**src/rtl/cpu_control_seq_pkg.sv**
```systemverilog
// rtl/cpu_control_seq_pkg.sv - shared state encoding, opcode and control-code constants
package cpu_control_seq_pkg;

    localparam int unsigned WAIT_W = 4;

    typedef enum logic [4:0] {
        S_RESET     = 5'd0,
        S_IF1       = 5'd1,
        S_IF2       = 5'd2,
        S_UPDATE_PC = 5'd3,
        S_DECODE    = 5'd4,
        S_MOV_IMM   = 5'd5,
        S_GET_A     = 5'd6,
        S_GET_B     = 5'd7,
        S_EXEC      = 5'd8,
        S_CMP       = 5'd9,
        S_WRITE_REG = 5'd10,
        S_ADDR      = 5'd11,
        S_LD_ADDR   = 5'd12,
        S_MEM_RD    = 5'd13,
        S_LOAD_REG  = 5'd14,
        S_GET_RD    = 5'd15,
        S_PASS      = 5'd16,
        S_MEM_WR    = 5'd17,
        S_HALT      = 5'd18
    } state_t;

    localparam logic [2:0] OPC_LDR  = 3'b011;
    localparam logic [2:0] OPC_STR  = 3'b100;
    localparam logic [2:0] OPC_ALU  = 3'b101;
    localparam logic [2:0] OPC_MOV  = 3'b110;
    localparam logic [2:0] OPC_HALT = 3'b111;

    localparam logic [1:0] OP_MOV     = 2'b00;
    localparam logic [1:0] OP_MOV_IMM = 2'b10;
    localparam logic [1:0] OP_ADD     = 2'b00;
    localparam logic [1:0] OP_CMP     = 2'b01;
    localparam logic [1:0] OP_AND     = 2'b10;
    localparam logic [1:0] OP_MVN     = 2'b11;
    localparam logic [1:0] OP_MEM     = 2'b00;
    localparam logic [1:0] OP_HALT    = 2'b00;

    localparam logic [1:0] VSEL_C     = 2'b00;
    localparam logic [1:0] VSEL_MDATA = 2'b01;
    localparam logic [1:0] VSEL_IMM8  = 2'b10;
    localparam logic [1:0] VSEL_PC    = 2'b11;

    localparam logic [1:0] MEM_NONE  = 2'b00;
    localparam logic [1:0] MEM_READ  = 2'b01;
    localparam logic [1:0] MEM_WRITE = 2'b10;

    localparam logic [2:0] NSEL_NONE = 3'b000;
    localparam logic [2:0] NSEL_RN   = 3'b100;
    localparam logic [2:0] NSEL_RD   = 3'b010;
    localparam logic [2:0] NSEL_RM   = 3'b001;

    function automatic state_t dispatch(input logic [2:0] opcode, input logic [1:0] op);
        state_t s;
        case ({opcode, op})
            {OPC_MOV, OP_MOV_IMM}:                    s = S_MOV_IMM;
            {OPC_MOV, OP_MOV}, {OPC_ALU, OP_MVN}:     s = S_GET_B;
            {OPC_ALU, OP_ADD}, {OPC_ALU, OP_CMP},
            {OPC_ALU, OP_AND}:                        s = S_GET_A;
            {OPC_LDR, OP_MEM}, {OPC_STR, OP_MEM}:     s = S_GET_A;
            default:                                  s = S_HALT;
        endcase
        return s;
    endfunction

    function automatic logic is_halt(input logic [2:0] opcode, input logic [1:0] op);
        return {opcode, op} == {OPC_HALT, OP_HALT};
    endfunction

    function automatic logic is_legal(input logic [2:0] opcode, input logic [1:0] op);
        return (dispatch(opcode, op) != S_HALT) || is_halt(opcode, op);
    endfunction

endpackage

```
**src/rtl/cpu_control_seq_mem_wait_ctr.sv**
```systemverilog
// rtl/cpu_control_seq_mem_wait_ctr.sv - memory latency counter shared by fetch and data access
module mem_wait_ctr
    import cpu_control_seq_pkg::*;
#(
    parameter int unsigned MEM_LAT = 1
) (
    input  logic i_clk,
    input  logic i_reset,
    input  logic i_load,
    input  logic i_dec,
    output logic o_done
);

    localparam logic [WAIT_W-1:0] LP_START = WAIT_W'(MEM_LAT - 1);

    logic [WAIT_W-1:0] r_cnt;

    always_ff @(posedge i_clk or posedge i_reset) begin
        if (i_reset) begin
            r_cnt <= '0;
        end else if (i_load) begin
            r_cnt <= LP_START;
        end else if (i_dec && (r_cnt != '0)) begin
            r_cnt <= r_cnt - WAIT_W'(1);
        end
    end

    assign o_done = (r_cnt == '0);

endmodule

```
**src/rtl/cpu_control_seq.sv**
```systemverilog
// rtl/cpu_control_seq.sv - multi-cycle fetch/decode/execute control sequencer
module cpu_control_seq
    import cpu_control_seq_pkg::*;
#(
    parameter int unsigned MEM_LAT = 1,
    parameter int unsigned NSEL_W  = 3,
    parameter int unsigned CNT_W   = 16
) (
    input  logic              i_clk,
    input  logic              i_reset,
    input  logic [2:0]        i_opcode,
    input  logic [1:0]        i_op,
    output logic [1:0]        o_vsel,
    output logic              o_write,
    output logic              o_loada,
    output logic              o_loadb,
    output logic              o_asel,
    output logic              o_bsel,
    output logic              o_loadc,
    output logic              o_loads,
    output logic [NSEL_W-1:0] o_nsel,
    output logic              o_load_ir,
    output logic              o_load_pc,
    output logic              o_reset_pc,
    output logic              o_addr_sel,
    output logic              o_load_addr,
    output logic [1:0]        o_mem_cmd,
    output logic              o_halted,
    output logic              o_illegal,
    output logic [CNT_W-1:0]  o_instr_count
);

    state_t            r_state;
    state_t            w_next;
    logic              w_wait;
    logic              w_done;
    logic              w_ctr_load;
    logic              w_retire;
    logic              w_set_illegal;
    logic              w_is_cmp;
    logic              w_zero_a;
    logic              r_illegal;
    logic [CNT_W-1:0]  r_count;

    assign w_is_cmp = (i_opcode == OPC_ALU) && (i_op == OP_CMP);
    assign w_zero_a = (i_opcode == OPC_MOV) || ((i_opcode == OPC_ALU) && (i_op == OP_MVN));

    assign w_wait     = (r_state == S_IF1) || (r_state == S_MEM_RD) || (r_state == S_MEM_WR);
    // Reloading on every state change restarts the latency window even on MemWr -> IF1.
    assign w_ctr_load = (w_next != r_state);

    mem_wait_ctr #(.MEM_LAT(MEM_LAT)) u_wait (
        .i_clk   (i_clk),
        .i_reset (i_reset),
        .i_load  (w_ctr_load),
        .i_dec   (w_wait),
        .o_done  (w_done)
    );

    always_ff @(posedge i_clk or posedge i_reset) begin
        if (i_reset) begin
            r_state <= S_RESET;
        end else begin
            r_state <= w_next;
        end
    end

    always_comb begin
        w_next      = r_state;
        o_vsel      = VSEL_C;
        o_write     = 1'b0;
        o_loada     = 1'b0;
        o_loadb     = 1'b0;
        o_asel      = 1'b0;
        o_bsel      = 1'b0;
        o_loadc     = 1'b0;
        o_loads     = 1'b0;
        o_nsel      = NSEL_W'(NSEL_NONE);
        o_load_ir   = 1'b0;
        o_load_pc   = 1'b0;
        o_reset_pc  = 1'b0;
        o_addr_sel  = 1'b0;
        o_load_addr = 1'b0;
        o_mem_cmd   = MEM_NONE;
        o_halted    = 1'b0;
        unique case (r_state)
            S_RESET: begin
                o_reset_pc = 1'b1;
                o_load_pc  = 1'b1;
                w_next     = S_IF1;
            end
            S_IF1: begin
                o_addr_sel = 1'b1;
                o_mem_cmd  = MEM_READ;
                if (w_done) w_next = S_IF2;
            end
            S_IF2: begin
                o_addr_sel = 1'b1;
                o_mem_cmd  = MEM_READ;
                o_load_ir  = 1'b1;
                w_next     = S_UPDATE_PC;
            end
            S_UPDATE_PC: begin
                o_load_pc = 1'b1;
                w_next    = S_DECODE;
            end
            S_DECODE: w_next = dispatch(i_opcode, i_op);
            S_MOV_IMM: begin
                o_vsel  = VSEL_IMM8;
                o_write = 1'b1;
                o_nsel  = NSEL_W'(NSEL_RN);
                w_next  = S_IF1;
            end
            S_GET_A: begin
                o_loada = 1'b1;
                o_nsel  = NSEL_W'(NSEL_RN);
                w_next  = (i_opcode == OPC_ALU) ? S_GET_B : S_ADDR;
            end
            S_GET_B: begin
                o_loadb = 1'b1;
                o_nsel  = NSEL_W'(NSEL_RM);
                w_next  = w_is_cmp ? S_CMP : S_EXEC;
            end
            S_EXEC: begin
                o_loadc = 1'b1;
                o_asel  = w_zero_a;
                w_next  = S_WRITE_REG;
            end
            S_CMP: begin
                o_loads = 1'b1;
                w_next  = S_IF1;
            end
            S_WRITE_REG: begin
                o_vsel  = VSEL_C;
                o_write = 1'b1;
                o_nsel  = NSEL_W'(NSEL_RD);
                w_next  = S_IF1;
            end
            S_ADDR: begin
                o_bsel  = 1'b1;
                o_loadc = 1'b1;
                w_next  = S_LD_ADDR;
            end
            S_LD_ADDR: begin
                o_load_addr = 1'b1;
                w_next      = (i_opcode == OPC_LDR) ? S_MEM_RD : S_GET_RD;
            end
            S_MEM_RD: begin
                o_mem_cmd = MEM_READ;
                if (w_done) w_next = S_LOAD_REG;
            end
            S_LOAD_REG: begin
                o_mem_cmd = MEM_READ;
                o_vsel    = VSEL_MDATA;
                o_write   = 1'b1;
                o_nsel    = NSEL_W'(NSEL_RD);
                w_next    = S_IF1;
            end
            S_GET_RD: begin
                o_loadb = 1'b1;
                o_nsel  = NSEL_W'(NSEL_RD);
                w_next  = S_PASS;
            end
            S_PASS: begin
                o_asel  = 1'b1;
                o_loadc = 1'b1;
                w_next  = S_MEM_WR;
            end
            S_MEM_WR: begin
                o_mem_cmd = MEM_WRITE;
                if (w_done) w_next = S_IF1;
            end
            S_HALT: o_halted = 1'b1;
            default: w_next = S_RESET;
        endcase
    end

    // HALT retires on its way into sHalt; an undefined encoding only flags illegal.
    always_comb begin
        w_retire = 1'b0;
        unique case (r_state)
            S_MOV_IMM, S_CMP, S_WRITE_REG, S_LOAD_REG: w_retire = 1'b1;
            S_MEM_WR:                                  w_retire = w_done;
            S_DECODE:                                  w_retire = is_halt(i_opcode, i_op);
            default:                                   w_retire = 1'b0;
        endcase
    end

    assign w_set_illegal = (r_state == S_DECODE) && !is_legal(i_opcode, i_op);

    always_ff @(posedge i_clk or posedge i_reset) begin
        if (i_reset) begin
            r_count   <= '0;
            r_illegal <= 1'b0;
        end else begin
            if (w_retire && (r_count != '1)) r_count <= r_count + CNT_W'(1);
            if (w_set_illegal) r_illegal <= 1'b1;
        end
    end

    assign o_illegal     = r_illegal;
    assign o_instr_count = r_count;

endmodule

```
**config.mk**
```make
export PLATFORM = sky130hd
export DESIGN_NAME = cpu_control_seq
export DESIGN_NICKNAME = d
export VERILOG_FILES = /design/src/rtl/cpu_control_seq_pkg.sv /design/src/rtl/cpu_control_seq_mem_wait_ctr.sv /design/src/rtl/cpu_control_seq.sv
export SDC_FILE = /design/constraint.sdc
export NUM_CORES = 1
export LEC_CHECK = 0
export CORE_ASPECT_RATIO = 0.5
export CORE_MARGIN = 2
export CORE_UTILIZATION = 50
export CTS_CLUSTER_DIAMETER = 50
export CTS_CLUSTER_SIZE = 24
export DETAILED_ROUTE_END_ITERATION = 16
export PLACE_DENSITY = 0.8
export SLEW_MARGIN = 20
export SYNTH_ARGS = -nofsm -noshare
export SYNTH_HDL_FRONTEND = slang
export SYNTH_SLANG_ARGS = --single-unit
```
**constraint.sdc**
```tcl
create_clock -name i_clk -period 2.6 [get_ports i_clk]
set_input_delay 0.39 -clock i_clk [delete_from_list [all_inputs] [get_ports i_clk]]
set_output_delay 0.39 -clock i_clk [all_outputs]
set_load 0.05 [all_outputs]
```
==> results of run 1 <==
cell usage after synthesis, types with 7 or more instances:
master    instances
buf_2             8
nand2_1          14
nand2b_1          8
nor2_1           20
dfrtp_1          26
nor3_1           15
xnor2_1          16
o21ai_0           9
nand3_1          12
inv_1            10
nand4_1           9
a21oi_1           7
power by group:
| part | internal (W) | switching [W] | leakage, nW |
|---|---|---|---|
| Sequential | 0.000474 | 0.000175 | 0.346 |
| Clock | 0.000104 | 0.000118 | 0.0216 |
| Combinational | 0.000678 | 0.00116 | 0.647 |
final cells by class:
class / instances / area, µm²
inverter: 10 / 37.5
clock buffer: 3 / 41.3
multi-input combinational: 173 / 1150
sequential: 26 / 651
fill: 296 / 1100
timing repair buffer: 56 / 505
tap: 51 / 63.8
per-stage QoR:
step	instance area [µm²]	worst slack (ns)	utilization [%]	TNS, ns	hold slack (ns)
6_report	2450	0.157	69.1	0	0.388
5_1_grt	2450	0.0300	69.1	0	0.426
4_1_cts	2450	0.185	69.1	0	0.400
3_5_place_dp	2410	-0.0215	67.9	-0.0215	0.451
3_3_place_gp	2410	0.0645	67.9	0	0.437
2_1_floorplan	1920	0.156	-	0	0.430
worst paths after layout:
path | to | cells past startpoint
max | o_nsel[1] | 3
min | u_wait.r_cnt[3] | 2
min reg2reg | o_illegal | 1
max in group asynchronous | o_instr_count[0] | 3
max reg2reg | o_instr_count[14] | 9
min in group i_clk | o_illegal | 1
metal layers:
metal  up-vias  routed length, µm  track usage (%)  part of all wire [%]
li1        890                  -                -                     -
met1       859               2240             30.2                    46
met2        78               2280             41.3                    46
met3         8                320             3.78                   6.5
met4         0                 73             9.70                   1.5
met5         -                  0                0                     0
kinds of logic after synthesis:
family	synth area share, %
mux	0.587
xor+xnor	8.67
compound gates	16.6
fa+ha+maj	1.30
simple gates	32.6
flops	33.9
buf+inv	6.39
worst max-delay path: stages, from the launching register on:
cell	delay, ns
dfrtp_1	0.68
o21ai_0	0.18
nor2_1	0.11
clkdlybuf4s50_1	0.81
registers in the layout (all words and copies together) (netlist names):
name           count
o_instr_count     16
u_wait.r_cnt       4
o_illegal          1
r_state            5
placed cells by master, fill, tap and decap left out, types with 5 or more instances in the layout:
cell type | synthesis | routed
xnor2_1 | 16 | 16
clkdlybuf4s50_1 | 0 | 24
and3_1 | 5 | 5
nor2_1 | 20 | 20
a21oi_1 | 7 | 7
nand2b_1 | 8 | 8
dfrtp_1 | 26 | 26
nand3_1 | 12 | 12
o21ai_0 | 9 | 9
nand4_1 | 9 | 9
nor3_1 | 15 | 14
buf_4 | 1 | 30
inv_1 | 10 | 10
nand2_1 | 14 | 14
==> flow_summary.json, run 1 <==
{
  "outcome": "completed",
  "worstSkewPairLatency_ns": 0.27,
  "netlist-cell-type-count": 57,
  "placementRows": 15,
  "arrival_ns": 2.05,
  "power.total_w": 0.00271,
  "critical_path_class": "reg -> out",
  "ys_seq_area_share_pct": 33.9,
  "period_minus_slack_ns": 2.44,
  "crit_path_start": "r_state[1]",
  "drt-initial-drc-count": 55,
  "required_ns": 2.21,
  "cap_violations": 0,
  "synthArstFlopShare_pct": 100,
  "num_io_pins": 44,
  "antenna_found_initial": 0,
  "relSlewSlack_pct": 62.1,
  "synth-seq-cells": 26,
  "rsz0062_at_grt": "no",
  "syn_avg_cell_area_um2": 8.49,
  "power.density_nw_per_um2": 1110,
  "grt_first_pass_wirelength_mm": 7.94,
  "cts-buffers-inserted": 3,
  "synth_nets": 235,
  "synth_edf_count": 0,
  "root_buffer": "clkbuf_8",
  "drt_first_pass_iters": 4,
  "start_kind": "flop",
  "drive_gt1_share_pct": 18.7,
  "synth_flop_cell": "dfrtp_1",
  "mappedNetlistArea_um2": 1920,
  "setup_viol": 0,
  "final_cells": 319,
  "die_h_um": 47.8,
  "die-width_um": 91.6,
  "core_area_um2": 3550,
  "yosys-top-cells-area": "dfrtp_1 (34%), xnor2_1 (7.3%), nor2_1 (3.9%)",
  "synth_warnings": 0,
  "final_max_slew_viol_count": 0,
  "start_util_pct": 54.1,
  "synth_top_area_cell": "dfrtp_1",
  "skew_ns": 0.00385,
  "reg2reg_from": "u_wait.r_cnt[0]",
  "cts.path.max_buffers": 2,
  "clkTransAtPathRegs_ns": 0.08,
  "cts_tree": "yes",
  "port_buffers": 43,
  "path_max_fanout": 19,
  "cts_setup_buffers": 0,
  "cts_resized": 0,
  "cts.sinks": 26,
  "synth_top_area_share_pct": 33.9,
  "drc_errors": 0,
  "syn_inst": 226,
  "worst_pin_slew_ns": 0.568,
  "dp.cells": 316,
  "drt_wl_total_mm": 4.92,
  "nets": 279,
  "ir_worst_vdd_uv": 457,
  "holdBufCountCts": 0,
  "num_vias": 1835,
  "ant_nets": 0,
  "hold_viol_final": 0,
  "hp-class": "in -> async",
  "antennaDiodeCount": 0,
  "p_leak_nw": 1.01,
  "period_share_pct": 94.0,
  "grt.total_usage_pct": 23.4,
  "grt_max_degree": 20,
  "crit_path_end_kind": "primary output",
  "syn_to_final_growth_pct": 27.6,
  "wire_per_inst_um": 15.4,
  "max_freq_mhz": 409,
  "rrSetupSlack_ns": 0.26,
  "overflow": 0,
  "grt_pass1_vias": 1749,
  "avgViaCountPerCell": 5.75,
  "h-tree-depth": 1,
  "die-area_um2": 4380,
  "gp_congestion": 0.941,
  "dp_hpwl_mm": 3.67
}
(Power assumes the default switching activity.)
==> run 2: changes to the inputs <==
--- a/config.mk
+++ b/config.mk
@@ -5,6 +5,7 @@
 export SDC_FILE = /design/constraint.sdc
 export NUM_CORES = 1
 export LEC_CHECK = 0
+export CAP_MARGIN = 20
 export CORE_ASPECT_RATIO = 0.5
 export CORE_MARGIN = 2
 export CORE_UTILIZATION = 50
==> results of run 2 <==
The final DEF is identical to that of run 1; final timing and power are the same.
